===== src/rtl/tlc_pkg.sv =====
`default_nettype none
// ============================================================================
// tlc_pkg : lamp colour codes, controller state encoding, duration check
// Rev 1.0
// ============================================================================
package tlc_pkg;

  localparam logic [1:0] RED = 2'b00;
  localparam logic [1:0] YEL = 2'b01;
  localparam logic [1:0] GRN = 2'b10;

  typedef enum logic [1:0] {
    GREEN  = 2'd0,
    YELLOW = 2'd1,
    ALLRED = 2'd2
  } tlc_state_e;

  // A duration must be loadable into the CW-bit down-counter and be non-zero.
  function automatic bit dur_ok(input int t, input int cw);
    return (t >= 1) && (t <= ((1 << cw) - 1));
  endfunction

endpackage
`default_nettype wire


===== src/rtl/tlc_multi_phase_if.sv =====
`default_nettype none
// ============================================================================
// tlc_multi_phase_if : tick/request inputs and lamp/status outputs of the TLC
// Rev 1.0
// ============================================================================
interface tlc_multi_phase_if #(
  parameter int N_PH = 4,
  parameter int CW   = 4
);
  localparam int PW = $clog2(N_PH);

  logic              tick;
  logic [N_PH-1:0]   req;
  logic [2*N_PH-1:0] lamp;
  logic [PW-1:0]     phase;
  logic [CW-1:0]     remaining;
  logic              cycle_done;

  modport master (
    output tick,
    output req,
    input  lamp,
    input  phase,
    input  remaining,
    input  cycle_done
  );

  modport slave (
    input  tick,
    input  req,
    output lamp,
    output phase,
    output remaining,
    output cycle_done
  );
endinterface
`default_nettype wire


===== src/rtl/tlc_rr_pick.sv =====
`default_nettype none
// ============================================================================
// tlc_rr_pick : circular priority picker, first requester after phase_i
// Rev 1.0
// ============================================================================
module tlc_rr_pick #(
  parameter  int N_PH = 4,
  localparam int PW   = $clog2(N_PH)
) (
  input  logic [N_PH-1:0] req_i,
  input  logic [PW-1:0]   phase_i,
  output logic [PW-1:0]   nxt_o,
  output logic            valid_o
);

  int idx;

  // Walk offsets from farthest to nearest so the nearest requester wins;
  // offset 0 (the current phase) is never examined.
  always_comb begin
    nxt_o   = phase_i;
    valid_o = 1'b0;
    idx     = 0;
    for (int k = N_PH - 1; k >= 1; k--) begin
      idx = (int'(phase_i) + k) % N_PH;
      if (req_i[idx[PW-1:0]]) begin
        nxt_o   = idx[PW-1:0];
        valid_o = 1'b1;
      end
    end
  end

endmodule
`default_nettype wire


===== src/rtl/tlc_multi_phase.sv =====
`default_nettype none
// ============================================================================
// tlc_multi_phase : round-robin multi-phase traffic-light controller
// Rev 1.0
// ============================================================================
module tlc_multi_phase #(
  parameter int N_PH  = 4,
  parameter int CW    = 4,
  parameter int T_GRN = 5,
  parameter int T_YEL = 2,
  parameter int T_AR  = 1
) (
  input logic              clk,
  input logic              rst,
  tlc_multi_phase_if.slave bus
);
  import tlc_pkg::*;

  localparam int PW = $clog2(N_PH);
  localparam logic [CW-1:0]     C_T_GRN    = CW'(T_GRN);
  localparam logic [CW-1:0]     C_T_YEL    = CW'(T_YEL);
  localparam logic [CW-1:0]     C_T_AR     = CW'(T_AR);
  localparam logic [2*N_PH-1:0] C_LAMP_RST = {{(2*N_PH-2){1'b0}}, GRN};

  generate
    if (N_PH < 2 || N_PH > 16) begin : g_bad_nph
      $error("tlc_multi_phase: N_PH must be in 2..16");
    end
    if (!dur_ok(T_GRN, CW) || !dur_ok(T_YEL, CW) || !dur_ok(T_AR, CW)) begin : g_bad_dur
      $error("tlc_multi_phase: durations must lie in 1..2**CW-1");
    end
  endgenerate

  tlc_state_e        state_q, state_d;
  logic [PW-1:0]     phase_q, phase_d;
  logic [PW-1:0]     nxt_ph_q, nxt_ph_d;
  logic [CW-1:0]     rem_q, rem_d;
  logic [2*N_PH-1:0] lamp_q, lamp_d;
  logic              cdone_q, cdone_d;
  logic [PW-1:0]     pick_nxt;
  logic              pick_valid;

  tlc_rr_pick #(.N_PH(N_PH)) u_pick (
    .req_i   (bus.req),
    .phase_i (phase_q),
    .nxt_o   (pick_nxt),
    .valid_o (pick_valid)
  );

  always_ff @(posedge clk) begin
    if (rst) begin
      state_q  <= GREEN;
      phase_q  <= '0;
      nxt_ph_q <= '0;
      rem_q    <= C_T_GRN;
      lamp_q   <= C_LAMP_RST;
      cdone_q  <= 1'b0;
    end else begin
      state_q  <= state_d;
      phase_q  <= phase_d;
      nxt_ph_q <= nxt_ph_d;
      rem_q    <= rem_d;
      lamp_q   <= lamp_d;
      cdone_q  <= cdone_d;
    end
  end

  always_comb begin
    state_d  = state_q;
    phase_d  = phase_q;
    nxt_ph_d = nxt_ph_q;
    rem_d    = rem_q;
    cdone_d  = 1'b0;
    lamp_d   = '0;

    if (bus.tick) begin
      if (rem_q > CW'(1)) begin
        rem_d = rem_q - CW'(1);
      end else begin
        case (state_q)
          GREEN: begin
            // No other requester: keep green and start a fresh green interval.
            if (pick_valid) begin
              nxt_ph_d = pick_nxt;
              state_d  = YELLOW;
              rem_d    = C_T_YEL;
            end else begin
              rem_d    = C_T_GRN;
            end
          end
          YELLOW: begin
            state_d = ALLRED;
            rem_d   = C_T_AR;
          end
          ALLRED: begin
            phase_d = nxt_ph_q;
            state_d = GREEN;
            rem_d   = C_T_GRN;
            cdone_d = (nxt_ph_q <= phase_q);
          end
          default: begin
            state_d = GREEN;
            rem_d   = C_T_GRN;
          end
        endcase
      end
    end

    // Lamps are decoded from the next state so they change with the state.
    for (int i = 0; i < N_PH; i++) begin
      if (phase_d == PW'(i)) begin
        if (state_d == GREEN) begin
          lamp_d[2*i +: 2] = GRN;
        end else if (state_d == YELLOW) begin
          lamp_d[2*i +: 2] = YEL;
        end
      end
    end
  end

  assign bus.lamp       = lamp_q;
  assign bus.phase      = phase_q;
  assign bus.remaining  = rem_q;
  assign bus.cycle_done = cdone_q;

endmodule
`default_nettype wire


===== src/flat_wrapper.sv =====
// flat-port wrapper written by rule: the top's interface ports become plain ports
module tlc_multi_phase_flat import tlc_pkg::*;
#(
  parameter int N_PH  = 4,
  parameter int CW    = 4,
  parameter int T_GRN = 5,
  parameter int T_YEL = 2,
  parameter int T_AR  = 1
)
  (clk, rst, bus_tick, bus_req, bus_lamp, bus_phase, bus_remaining, bus_cycle_done);
  tlc_multi_phase_if #(.N_PH(N_PH), .CW(CW)) bus_i ();
  input logic clk;
  input logic rst;
  input wire logic [$bits(bus_i.tick)-1:0] bus_tick;
  input wire logic [$bits(bus_i.req)-1:0] bus_req;
  output wire logic [$bits(bus_i.lamp)-1:0] bus_lamp;
  output wire logic [$bits(bus_i.phase)-1:0] bus_phase;
  output wire logic [$bits(bus_i.remaining)-1:0] bus_remaining;
  output wire logic [$bits(bus_i.cycle_done)-1:0] bus_cycle_done;
  assign bus_i.tick = bus_tick;
  assign bus_i.req = bus_req;
  assign bus_lamp = bus_i.lamp;
  assign bus_phase = bus_i.phase;
  assign bus_remaining = bus_i.remaining;
  assign bus_cycle_done = bus_i.cycle_done;
  tlc_multi_phase #(.N_PH(N_PH), .CW(CW), .T_GRN(T_GRN), .T_YEL(T_YEL), .T_AR(T_AR)) u_core (.clk(clk), .rst(rst), .bus(bus_i));
endmodule

===== config.mk =====
export PLATFORM = sky130hd
export DESIGN_NAME = tlc_multi_phase_flat
export DESIGN_NICKNAME = d
export VERILOG_FILES = /design/src/rtl/tlc_pkg.sv /design/src/rtl/tlc_multi_phase_if.sv /design/src/rtl/tlc_rr_pick.sv /design/src/rtl/tlc_multi_phase.sv /design/src/flat_wrapper.sv
export SDC_FILE = /design/constraint.sdc
export NUM_CORES = 1
export LEC_CHECK = 0
export CAP_MARGIN = 20
export CORE_MARGIN = 2
export CORE_UTILIZATION = 54
export DETAILED_ROUTE_END_ITERATION = 12
export GPL_TIMING_DRIVEN = 0
export HOLD_SLACK_MARGIN = 0.15
export PLACE_DENSITY = 0.83
export SLEW_MARGIN = 25
export SYNTH_ARGS = -nofsm -noshare
export SYNTH_HDL_FRONTEND = slang
export SYNTH_SLANG_ARGS = --single-unit
export TNS_END_PERCENT = 100

===== constraint.sdc =====
create_clock -name clk -period 4.6 [get_ports clk]
set_clock_uncertainty 0.05 [all_clocks]
set_input_delay 0.92 -clock clk [delete_from_list [all_inputs] [get_ports clk]]
set_output_delay 0.92 -clock clk [all_outputs]
set_load 0.01 [all_outputs]

== After elaboration in Yosys (flattened, before gate mapping) ==
Cells that the tools add are included.
Widths: inputs -> output; s select.
Storage, ports and cells
  flip-flop bits (word level): 19
  input bits: 7
  word-level logic and storage cells: 66
Cells by class
  add/subtract/negate cells: 4
  $lt $le $gt $ge: 5
  equal/unequal tests: 6
  mux-type cells: 25
  bitwise operators: 7
  reduce and logical (&&, ||, !) cells: 9
Operators by type and width (count)
  $mux 2: 11
  $lt 2x3->1 const B: 3
  $reduce_or 2->1: 4
  $mux 1: 7
  $not 1->1: 7
  $bmux 1 s2: 3
  $eq 2x1->1 const B: 3
  $eq 2x2->1 const B: 3
  $logic_not 2->1: 3
  $pmux 3 s2: 1
  $add 2x2->2 const B: 2
  $gt 4x1->1 const B: 1
  $mux 4: 1
  $pmux 2 s2: 1
  $reduce_and 4->1: 1
  $reduce_or 4->1: 1
  $sub 4x1->4 const B: 1
  $mux 3: 1
  $add 2x1->2 const B: 1
  $le 2x2->1: 1

== Depth between registers and ports, before layout ==
  word-level depth: 14
  mapped depth: 7
  mapped depth without buffers: 6

== Cells and area by module ==
A second synthesis with hierarchy kept.
Unflattened totals
  cell total of the unflattened synthesis: 110
  area total of the unflattened synthesis: 1016.0 um^2
By module, submodules not included
  tlc_multi_phase: times used 1, cells an instance 90, area an instance 882.1 um^2, sequential area each 380.4 um^2
  tlc_rr_pick: times used 1, cells an instance 20, area an instance 133.9 um^2, sequential area each 0.0 um^2

== Worst setup path before layout ==
OpenSTA, ideal clock, no wires.
  path type: input to register
  from: input port bus_tick
  to: register u_core.lamp_q[0] (netlist: u_core.bus.lamp[0])
  library setup time: 100 ps
  arrival: 2359 ps
  data required time: 4450 ps
  slack: 2092 ps
  stages: 6
  cells stage by stage: clkbuf_2 nand2b_4 or4_4 or3_1 buf_6 a2111oi_4
On the way
  longest elaborated chain between the ends: 4
  elaborated cells between the ends (all ways): 9
Ends and longest elaborated chain
  start: declaration: RTL line flat_wrapper.sv:14  | input wire logic [$bits(bus_i.tick)-1:0] bus_tick;
  $mux 2: RTL line tlc_multi_phase.sv:76  | if (bus.tick) begin
  $eq 2x1->1 or $logic_not 2->1 (tied branches): RTL line tlc_multi_phase.sv:114, tlc_multi_phase.sv:111
  $mux 1 or $not 1->1 (tied branches)
  $mux 2 or $reduce_or 2->1 (tied branches)
  end signal: assignment: RTL line tlc_multi_phase.sv:63  | lamp_q <= lamp_d;
  end: declaration: RTL line tlc_multi_phase.sv:38  | logic [2*N_PH-1:0] lamp_q, lamp_d;
Parallel ways exist; a longest one is shown, timed or not.
A chain may end at the register's enable or synchronous reset.

== Final worst setup path ==
  from: input port bus_req[3]
  to: register u_core.lamp_q[5] (netlist: u_core.bus.lamp[5])
On the way
  longest elaborated chain between the ends: 11
  elaborated cells between the ends (all ways): 15
Ends and longest elaborated chain
  start: declaration: RTL line flat_wrapper.sv:15  | input wire logic [$bits(bus_i.req)-1:0] bus_req;
  $bmux 1 s2: RTL line tlc_rr_pick.sv:26  | if (req_i[idx[PW-1:0]]) begin
  $mux 1 (not written as such): RTL line tlc_rr_pick.sv:26
  $mux 1 (2 in series): RTL line tlc_rr_pick.sv:26
  $mux 1 *: RTL line tlc_rr_pick.sv:26
  $mux 2 *: RTL line tlc_multi_phase.sv:83  | if (pick_valid) begin
  $pmux 2 s2 *: RTL line tlc_multi_phase.sv:80  | case (state_q)
  $mux 2 *: RTL line tlc_multi_phase.sv:77  | if (rem_q > CW'(1)) begin
  $mux 2 *: RTL line tlc_multi_phase.sv:76
  $logic_not 2->1 *: RTL line tlc_multi_phase.sv:112  | if (state_d == GREEN) begin
  $mux 2 *: RTL line tlc_multi_phase.sv:112
Every way passes the cells marked *; elsewhere a longest branch is shown, timed or not. The select of a mux whose other input is x is not followed.

==> impl_metrics.toml <==
[final_layout]
diodes = 0
drive_gt1_share_pct = 11.9
fin_util_pct = 70.0
area_delta_synth_final_pct = 24.4
final_nets = 155
instances_no_fill = 170

[yosys]
syn_nets = 130
synthAdderAreaFrac_pct = 4.63
yosysWarnings = 0
yosysTopAreaCellShare_pct = 35.2
synth_area_um2 = 1080
synth_top_cell_by_area = "dfxtp_1"
synth-compound-area-share_pct = 24.4
synth_cells = 119
yosysSeqAreaShare_pct = 35.2
synth_cell_types = 41
avgSynthCellArea_um2 = 9.08
synth_top_family_by_area = "compound AO/OA/AOI/OAI gates"
synth-xor-area-share_pct = 0
synth_area_leaders = "dfxtp_1 (35%), mux2i_1 (6.5%), a211oi_1 (6.3%)"
synthSimpleGateAreaFrac_pct = 22.0
yosys_register_bits = 19
muxShareOfSynthArea_pct = 7.52

[timing]
tns_ns = 0
rsz0062_at_grt = "no"
worst_slew_pin_slew_ns = 0.663
finalMaxSlewViolations = 0
finalCritPeriodShare_pct = 53.0
slew_headroom_pct = 55.5
setup_violations = 0
max_freq_mhz = 410
timing.final.hold_violations = 0
final.min_clock_period_ns = 2.44

[setup_path]
critical-path-max-stage-delay_ns = 0.46
cp.arrival_ns = 2.60
worstPathRequired_ns = 4.77
critical_path.max_fanout = 4
crit_chain = "clkdlybuf4s50_1 -> nor3_1 -> o21ai_0 -> a311o_1 -> a211oi_1"
critPathKind = "input port to flop"
cp-start-kind = "input port"
slowest_stage = "clkdlybuf4s50_1"
crit_path_end_kind = "flop"

[place]
place.gp.congestion = 0.788
dp.cells = 166
dp_hpwl_um = 1750
io_buffers = 20

[floorplan]
core-area_um2 = 1920
initial_utilization_pct = 56.3
pin_count = 22
rows = 16
die_h_um = 48.7
die_area_um2 = 2380
die_x_um = 48.7

[clocking]
clock_insertion_delay_worst_skew_ns = 0.30
cts_resized = 0
clk_transition_reported_paths_ns = 0.11
cts_tree = "built"
post_cts_buffers = 0
numClockSinks = 19
clk_root_buffer_cell = "clkbuf_4"
cts_max_path_buffers = 2
htreeDepth = 1
cts_buffers = 3
cts_hold_buffers = 0

[routing]
drt_iter0_markers = 27
dr.pass1.iters = 4
ant_nets = 0
finalWirelength_um = 2350
via_per_inst = 5.82
vias = 989
wl_per_cell_um = 13.8
drc_errors = 0

[global_routing]
grt_pass1_wl_um = 3940
track_usage_pct = 20.9
grt_overflow = 0
antenna_found_initial = 0
grt_pass1_vias = 906
grt_max_degree = 13

[power_and_ir_drop]
p_clk_share_pct = 27.7
switching_share_pct = 27.9
power_density_nw_per_um2 = 235
power_leakage_nw = 0.459
p_switching_mw = 0.0883
power.share.sequential_pct = 54.6
ir_drop_v = 0.000146
p_comb_share_pct = 17.7
p_int_mw = 0.228

[run]
drv_cap = 0

[min_path]
holdCritPathClass = "flop to flop"

[status]
status = "completed"
logic make-up after synthesis:
| logic type | count (synthesis) |
|---|---|
| AOI/OAI and AO/OA | 31 |
| adders and majority gates | 4 |
| buffers and inverters | 15 |
| DFF | 19 |
| muxes | 8 |
| and+or+nand+nor | 42 |
sequential cells by signal, indices dropped and copies added (netlist names):
name                   cells
u_core.bus.cycle_done      1
u_core.bus.lamp            8
u_core.bus.phase           2
u_core.bus.remaining       4
u_core.nxt_ph_q            2
u_core.state_q             2
critical path: cells and delay by family:
kind,cells,cell delay [ns]
and+or+nand+nor,1,0.32
buffers and inverters,1,0.46
AOI/OAI and AO/OA,3,0.91
Yosys cell counts:
| cell type | instances |
|---|---|
| dfxtp_1 | 19 |
| nor2_1 | 11 |
| a211oi_1 | 9 |
| inv_1 | 8 |
| mux2i_1 | 7 |
| nor3_1 | 5 |
| a21oi_1 | 4 |
| ha_1 | 4 |
| nand2_1 | 4 |
| nand3_1 | 4 |
| a21o_1 | 3 |
| clkbuf_1 | 3 |
| nand3b_1 | 3 |
| nor3b_1 | 3 |
| nor4_1 | 3 |
| buf_2 | 2 |
| nand2b_1 | 2 |
| o21a_1 | 2 |
| a2111oi_4 | 1 |
| a21o_2 | 1 |
| a221o_1 | 1 |
| a311o_1 | 1 |
| a311oi_1 | 1 |
| a31oi_1 | 1 |
| a41o_1 | 1 |
| and3_1 | 1 |
| buf_6 | 1 |
| clkbuf_2 | 1 |
| mux2_2 | 1 |
| nand2b_4 | 1 |
| nor2b_1 | 1 |
| o211ai_1 | 1 |
| o21ai_0 | 1 |
| o21ba_2 | 1 |
| o21bai_4 | 1 |
| o311ai_0 | 1 |
| o31ai_1 | 1 |
| or3_1 | 1 |
| or3_2 | 1 |
| or4_2 | 1 |
| or4_4 | 1 |
power by group through the flow:
stage / Combinational (mW) / Sequential [mW] / Clock (mW)
final: 0.0559 / 0.173 / 0.0878
after global routing: 0.0607 / 0.173 / 0.0949
after CTS: 0.0555 / 0.173 / 0.0864
after detailed placement: 0.0549 / 0.176 / 0
after global placement: 0.0532 / 0.176 / 0
after floorplan: 0.0344 / 0.177 / 0
cell type report:
class,count,area (µm²)
Inverter,8,30.0
Sequential cell,19,380
Timing Repair Buffer,20,200
Fill cell,159,577
Clock inverter,1,7.51
Clock buffer,3,22.5
Buffer,7,37.5
Multi-Input combinational cell,85,633
Tap cell,27,33.8
final timing paths:
check                     startpoint                       to  slack [ns]  cells after the start
max                       bus_req[3]       u_core.bus.lamp[5]        2.16                      5
min reg2reg  u_core.bus.remaining[1]  u_core.bus.remaining[1]        0.49                      2
max reg2reg  u_core.bus.remaining[0]       u_core.bus.lamp[0]        2.24                      6
min          u_core.bus.remaining[1]  u_core.bus.remaining[1]        0.49                      2
through the flow:
stage                     hold WS, ns  cell area [µm²]  power (mW)  worst slack (ns)
after floorplan                 0.435             1080       0.211              2.09
after global placement          0.451             1320       0.229              1.90
after detailed placement        0.465             1320       0.231              1.89
after CTS                       0.489             1350       0.315              2.19
after global routing            0.534             1350       0.329              2.07
final                           0.489             1350       0.317              2.16
cell usage in the layout, fill, tap and decap left out, drive strengths merged, types with 2 or more instances in the layout:
cell	instances
clkbuf	7
clkdlybuf4s50	20
nor4	3
or3	2
inv	8
nor3	5
ha	4
buf	3
nand2	4
nand3b	3
o21a	2
a211oi	9
dfxtp	19
mux2i	7
nand3	4
a21oi	4
or4	2
a21o	4
nor2	11
nand2b	3
nor3b	3
routing by layer:
| layer | up-vias | GRT usage, % | share of wire [%] |
|---|---|---|---|
| met3 | 8 | 2.16 | 6.1 |
| li1 | 486 | - | - |
| met4 | 0 | 8.57 | 2.9 |
| met2 | 39 | 36.8 | 47 |
| met1 | 456 | 26.0 | 44 |
| met5 | - | 0 | 0 |
No activity file was read; power rests on OpenSTA's default activity.
